<file path="src/rtl/fw_pkg.sv">
// Shared state encoding and index helpers for the Floyd-Warshall path sequencer.
package fw_pkg;

  typedef enum logic [2:0] {
    IDLE,
    RD_IK,
    RD_KJ,
    RD_IJ,
    WB,
    DONE
  } fw_state_e;

  // Degenerate sizes (N=1) still need at least one bit of counter/address.
  function automatic int clog2_min1(input int value);
    return (value <= 1) ? 1 : $clog2(value);
  endfunction

  function automatic int calc_addr_w(input int n);
    return clog2_min1(n * n);
  endfunction

  function automatic int calc_idx_w(input int n);
    return clog2_min1(n);
  endfunction

  function automatic int idx2addr(input int row, input int col, input int n);
    return row * n + col;
  endfunction

endpackage

</file>
<file path="src/rtl/fw_loop_counter.sv">
// Three-level nested (k outer, i middle, j inner) loop counter, each 0..N-1.
module fw_loop_counter #(
  parameter int N     = 8,
  parameter int IDX_W = 3
) (
  input  logic             clk,
  input  logic             rst,
  input  logic             advance,
  input  logic             clear,
  output logic [IDX_W-1:0] k,
  output logic [IDX_W-1:0] i,
  output logic [IDX_W-1:0] j,
  output logic             last
);

  localparam logic [IDX_W-1:0] MAX_IDX = IDX_W'(N - 1);

  assign last = (k == MAX_IDX) && (i == MAX_IDX) && (j == MAX_IDX);

  // Each level wraps at N-1 rather than at the power of two, so non-power-of-two N works.
  always_ff @(posedge clk or posedge rst) begin
    if (rst) begin
      k <= '0;
      i <= '0;
      j <= '0;
    end else if (clear) begin
      k <= '0;
      i <= '0;
      j <= '0;
    end else if (advance) begin
      if (j == MAX_IDX) begin
        j <= '0;
        if (i == MAX_IDX) begin
          i <= '0;
          k <= (k == MAX_IDX) ? '0 : k + 1'b1;
        end else begin
          i <= i + 1'b1;
        end
      end else begin
        j <= j + 1'b1;
      end
    end
  end

endmodule

</file>
<file path="src/rtl/fw_path_sequencer.sv">
// Runs the Floyd-Warshall kernel in place on an external N x N row-major matrix,
// four cycles per (k,i,j): three reads then a conditional write-back.
module fw_path_sequencer
  import fw_pkg::*;
#(
  parameter int N      = 8,
  parameter int WIDTH  = 32,
  parameter int ADDR_W = calc_addr_w(N)
) (
  input  logic              clk,
  input  logic              rst,
  input  logic              start,
  output logic              busy,
  output logic              done,
  output logic              rd_en,
  output logic [ADDR_W-1:0] rd_addr,
  input  logic [WIDTH-1:0]  rd_data,
  output logic              wr_en,
  output logic [ADDR_W-1:0] wr_addr,
  output logic [WIDTH-1:0]  wr_data
);

  localparam int IDX_W = calc_idx_w(N);

  fw_state_e        state;
  logic [WIDTH-1:0] ik_q;
  logic [WIDTH-1:0] kj_q;
  logic [WIDTH-1:0] sum;
  logic [IDX_W-1:0] k;
  logic [IDX_W-1:0] i;
  logic [IDX_W-1:0] j;
  logic             last;
  logic             clear;
  logic             advance;
  logic             take_wr;
  logic [ADDR_W-1:0] addr_ik;
  logic [ADDR_W-1:0] addr_kj;
  logic [ADDR_W-1:0] addr_ij;

  fw_loop_counter #(
    .N     (N),
    .IDX_W (IDX_W)
  ) u_loop (
    .clk     (clk),
    .rst     (rst),
    .advance (advance),
    .clear   (clear),
    .k       (k),
    .i       (i),
    .j       (j),
    .last    (last)
  );

  assign clear   = (state == IDLE) && start;
  assign advance = (state == WB);

  assign addr_ik = ADDR_W'(idx2addr(int'(i), int'(k), N));
  assign addr_kj = ADDR_W'(idx2addr(int'(k), int'(j), N));
  assign addr_ij = ADDR_W'(idx2addr(int'(i), int'(j), N));

  // In WB, rd_data carries path[i][j]; the sum wraps and the compare is signed.
  assign sum     = ik_q + kj_q;
  assign take_wr = $signed(sum) < $signed(rd_data);

  always_ff @(posedge clk or posedge rst) begin
    if (rst) begin
      state <= IDLE;
      ik_q  <= '0;
      kj_q  <= '0;
    end else begin
      case (state)
        IDLE:    if (start) state <= RD_IK;
        RD_IK:   state <= RD_KJ;
        RD_KJ: begin
          ik_q  <= rd_data;
          state <= RD_IJ;
        end
        RD_IJ: begin
          kj_q  <= rd_data;
          state <= WB;
        end
        WB:      state <= last ? DONE : RD_IK;
        DONE:    state <= IDLE;
        default: state <= IDLE;
      endcase
    end
  end

  // Outputs decode only registered state and counters, so rd_* never depends on rd_data.
  always_comb begin
    busy    = 1'b0;
    done    = 1'b0;
    rd_en   = 1'b0;
    rd_addr = '0;
    wr_en   = 1'b0;
    wr_addr = '0;
    wr_data = '0;
    case (state)
      RD_IK: begin
        busy    = 1'b1;
        rd_en   = 1'b1;
        rd_addr = addr_ik;
      end
      RD_KJ: begin
        busy    = 1'b1;
        rd_en   = 1'b1;
        rd_addr = addr_kj;
      end
      RD_IJ: begin
        busy    = 1'b1;
        rd_en   = 1'b1;
        rd_addr = addr_ij;
      end
      WB: begin
        busy = 1'b1;
        if (take_wr) begin
          wr_en   = 1'b1;
          wr_addr = addr_ij;
          wr_data = sum;
        end
      end
      DONE:    done = 1'b1;
      default: ;
    endcase
  end

endmodule

</file>
<file path="config.mk">
export PLATFORM = sky130hd
export DESIGN_NAME = fw_path_sequencer
export DESIGN_NICKNAME = d
export VERILOG_FILES = /design/src/rtl/fw_pkg.sv /design/src/rtl/fw_loop_counter.sv /design/src/rtl/fw_path_sequencer.sv
export SDC_FILE = /design/constraint.sdc
export NUM_CORES = 1
export LEC_CHECK = 0
export CAP_MARGIN = 20
export CORE_MARGIN = 2
export CORE_UTILIZATION = 25
export DETAILED_ROUTE_END_ITERATION = 10
export SETUP_SLACK_MARGIN = 0.02
export SYNTH_ARGS = -nofsm -noshare
export SYNTH_HDL_FRONTEND = slang
export SYNTH_SLANG_ARGS = --single-unit
</file>
<file path="constraint.sdc">
create_clock -name clk -period 7.01 [get_ports clk]
set_clock_uncertainty 0.1 [all_clocks]
set_input_delay 1.0515 -clock clk [delete_from_list [all_inputs] [get_ports clk]]
set_output_delay 1.0515 -clock clk [all_outputs]
set_load 0.005 [all_outputs]
</file>
==> impl_metrics.yaml <==
timing:
  fin_setup_tns_ps: 0
  layout_min_cycle_time_ps: 6630
  slew_viol_final: 0
  max_freq_mhz: 151
  slew_headroom_pct: 51.2
  setup_violations: 0
  holdWs_ps: 384
  rsz0062_at_grt: "false"
  hold_viol_final: 0
  max_slew.worst_pin.slew_ps: 732
  finalCritPeriodShare_pct: 94.6
placed_design:
  placed_cells: 1060
  post_dp_cell_area_um2: 7060
  port_buffers: 82
  gp_congestion: 0.820
  post-dp-hpwl_mm: 12.4
drt:
  num_vias: 5050
  via_per_inst: 4.69
  drc: 0
  routed_wl_mm: 16.0
  wl_per_cell_um: 14.9
  drtIter0Drc: 347
  drt-pass1-iter-count: 5
  ant_nets: 0
worst_setup_path:
  cp.arrival_ps: 5480
  critPathTopFamily: "compound AO/OA/AOI/OAI gates"
  cp_max_fo: 15
  critPathRequiredTime_ps: 5860
  critPathBufInv: 2
  cp_common_cell: "o21a_1"
  crit_type: "flop to output pin"
  cp_cell_sequence: "ha_1 -> inv_1 -> fa_1 -> nor2b_4 -> o31a_1 -> o21a_1 -> o21ai_1 -> a211oi_1 -> o21a_1 -> o21a_1 -> nor2_1 -> ha_1 -> nand4_1 -> or2_0 -> o32a_1 -> a21oi_1 -> o21ai_1 -> a21oi_2 -> nand2b_1 -> nor2b_1 -> clkdlybuf4s50_1"
  slowest_delay_ps: 600
  slowest_stage: "nand2b_1"
  startpoint_type: "flop"
  endpoint_kind: "output pin"
  rr_worst_depth: 7
  crit_cells: 21
floorplanning:
  core_area_um2: 23300
  die_x_um: 158
  start_util_pct: 25.3
  dieHeight_um: 158
  core.rowCount: 56
  die-area_um2: 24800
  pin_count: 83
synthesis:
  synth.net_count: 785
  synth_cell_types: 58
  synth_ff_type: "dfrtp_1"
  synth_area_leader_cell: "dfrtp_1"
  yosysWarnings: 0
  async_reset_ff_share_pct: 100
  yosysSeqAreaShare_pct: 32.3
  synth.area.top_cells: "dfrtp_1, ha_1, mux2_2, o21ai_0, nand2_1"
  synth_commonest_cells: "dfrtp_1, ha_1, nand2_1"
  syn_avg_cell_area_um2: 8.65
  synth_seq_cells: 76
  synth.most_common_cell: "dfrtp_1"
  yosys.area.top_type_share_pct: 32.3
  synth_area_um2: 5890
  syn_inst: 681
  synth_edf_count: 0
min_path:
  holdPathStages: 2
  hold_class: "flop to flop"
clocking:
  clock_path_buffers: 2
  clock_sinks: 76
  cts_hold_buf: 0
  clk_latency_ps: 350
  cts_resized: 0
  postCtsSetupRepairBufs: 0
  cts_buffers: 9
  cts_tree: "yes"
  htree_levels: 3
  path_clk_slew_ps: 60
  cts_root_buffer: "clkbuf_16"
grt:
  first_global_vias: 4945
  grt_usage_pct: 13.4
  grt_max_degree: 77
  grt_pass1_wl_mm: 26.1
  gr-total-overflow: 0
  antenna_found_initial: 0
layout:
  diodes: 0
  drive_gt1_share_pct: 9.25
  final_nets: 857
  area_growth_pct: 24.7
  design_area_um2: 7350
  stdcell_count: 1076
run_status:
  status: "completed"
flow_run:
  cap_violations: 0
==> sequential cells by signal (all words and copies together), names as in the netlist <==
| name | count |
|---|---|
| ik_q | 32 |
| kj_q | 32 |
| state | 3 |
| u_loop.i | 3 |
| u_loop.j | 3 |
| u_loop.k | 3 |
==> layout by cell type (no fill, tap or decap), types with 3 or more instances in the layout <==
cell type / n
and2_1: 3
clkdlybuf4s50_1: 82
a31oi_1: 4
a21oi_2: 3
o21ai_0: 52
xnor2_1: 14
nand4_1: 10
a22o_1: 3
buf_4: 7
nor2_1: 61
nor3_1: 17
a21oi_1: 41
xor2_1: 13
or2_2: 3
ha_1: 68
mux2_2: 32
nor2b_1: 6
and3b_1: 24
nand3_1: 14
a21o_1: 15
and4_1: 3
dfrtp_1: 76
nand2b_1: 4
clkinv_2: 3
a22oi_1: 4
nor4_1: 4
inv_1: 56
and3_1: 3
o21ai_1: 6
a211oi_1: 9
o211ai_1: 3
clkbuf_16: 9
nand2_1: 63
o21a_1: 7
==> area by class of cell <==
cell class / instances / area, µm²
clock buffers: 9 / 225
multi-input cells: 519 / 3670
well taps: 319 / 399
repair buffers: 90 / 901
fillers: 2446 / 16000
clock inverters: 6 / 40.0
flip-flops and latches: 76 / 1900
inverters: 57 / 214
==> final timing paths <==
path	from	end	slack, ps
max reg2reg	state[1]	u_loop.k[0]	4990
min in group asynchronous	rst	u_loop.i[0]	910
max	ik_q[0]	wr_data[23]	380
max in group asynchronous	rst	ik_q[16]	5320
min reg2reg	kj_q[23]	kj_q[23]	380
min	kj_q[23]	kj_q[23]	380
==> routing by layer <==
metal  vias to the layer above  GRT usage, %  share of wire [%]
li1                       2546             -                  -
met4                         0          4.68                1.9
met2                       126          21.1                 45
met5                         -             0                  0
met1                      2361          18.7                 49
met3                        17          2.09                4.2
==> kinds of logic after synthesis <==
kind of cell | synth area share (%)
buffers and inverters | 5.56
muxes | 6.45
xor gates and xnor gates | 4.01
and+or+nand+nor | 19.2
AOI/OAI and AO/OA | 17.7
DFF | 32.3
adders and majority gates | 14.8
==> metrics by stage <==
step,utilization (%),setup WS (ps)
CTS,31.4,403
finish,31.5,376
detailed placement,30.2,799
global placement,30.2,792
floorplan,-,2040
global route,31.5,38.9
==> worst register-to-register path, delay by kind of cell, from the launching register on <==
family	cells	cell delay [ps]
compound gates	1	60
buf+inv	1	340
simple gates	5	940
flops	1	510
Power is left out: the tool's default activity adds up to more than one toggle a clock period on the data nets, which glitch-free logic cannot reach.
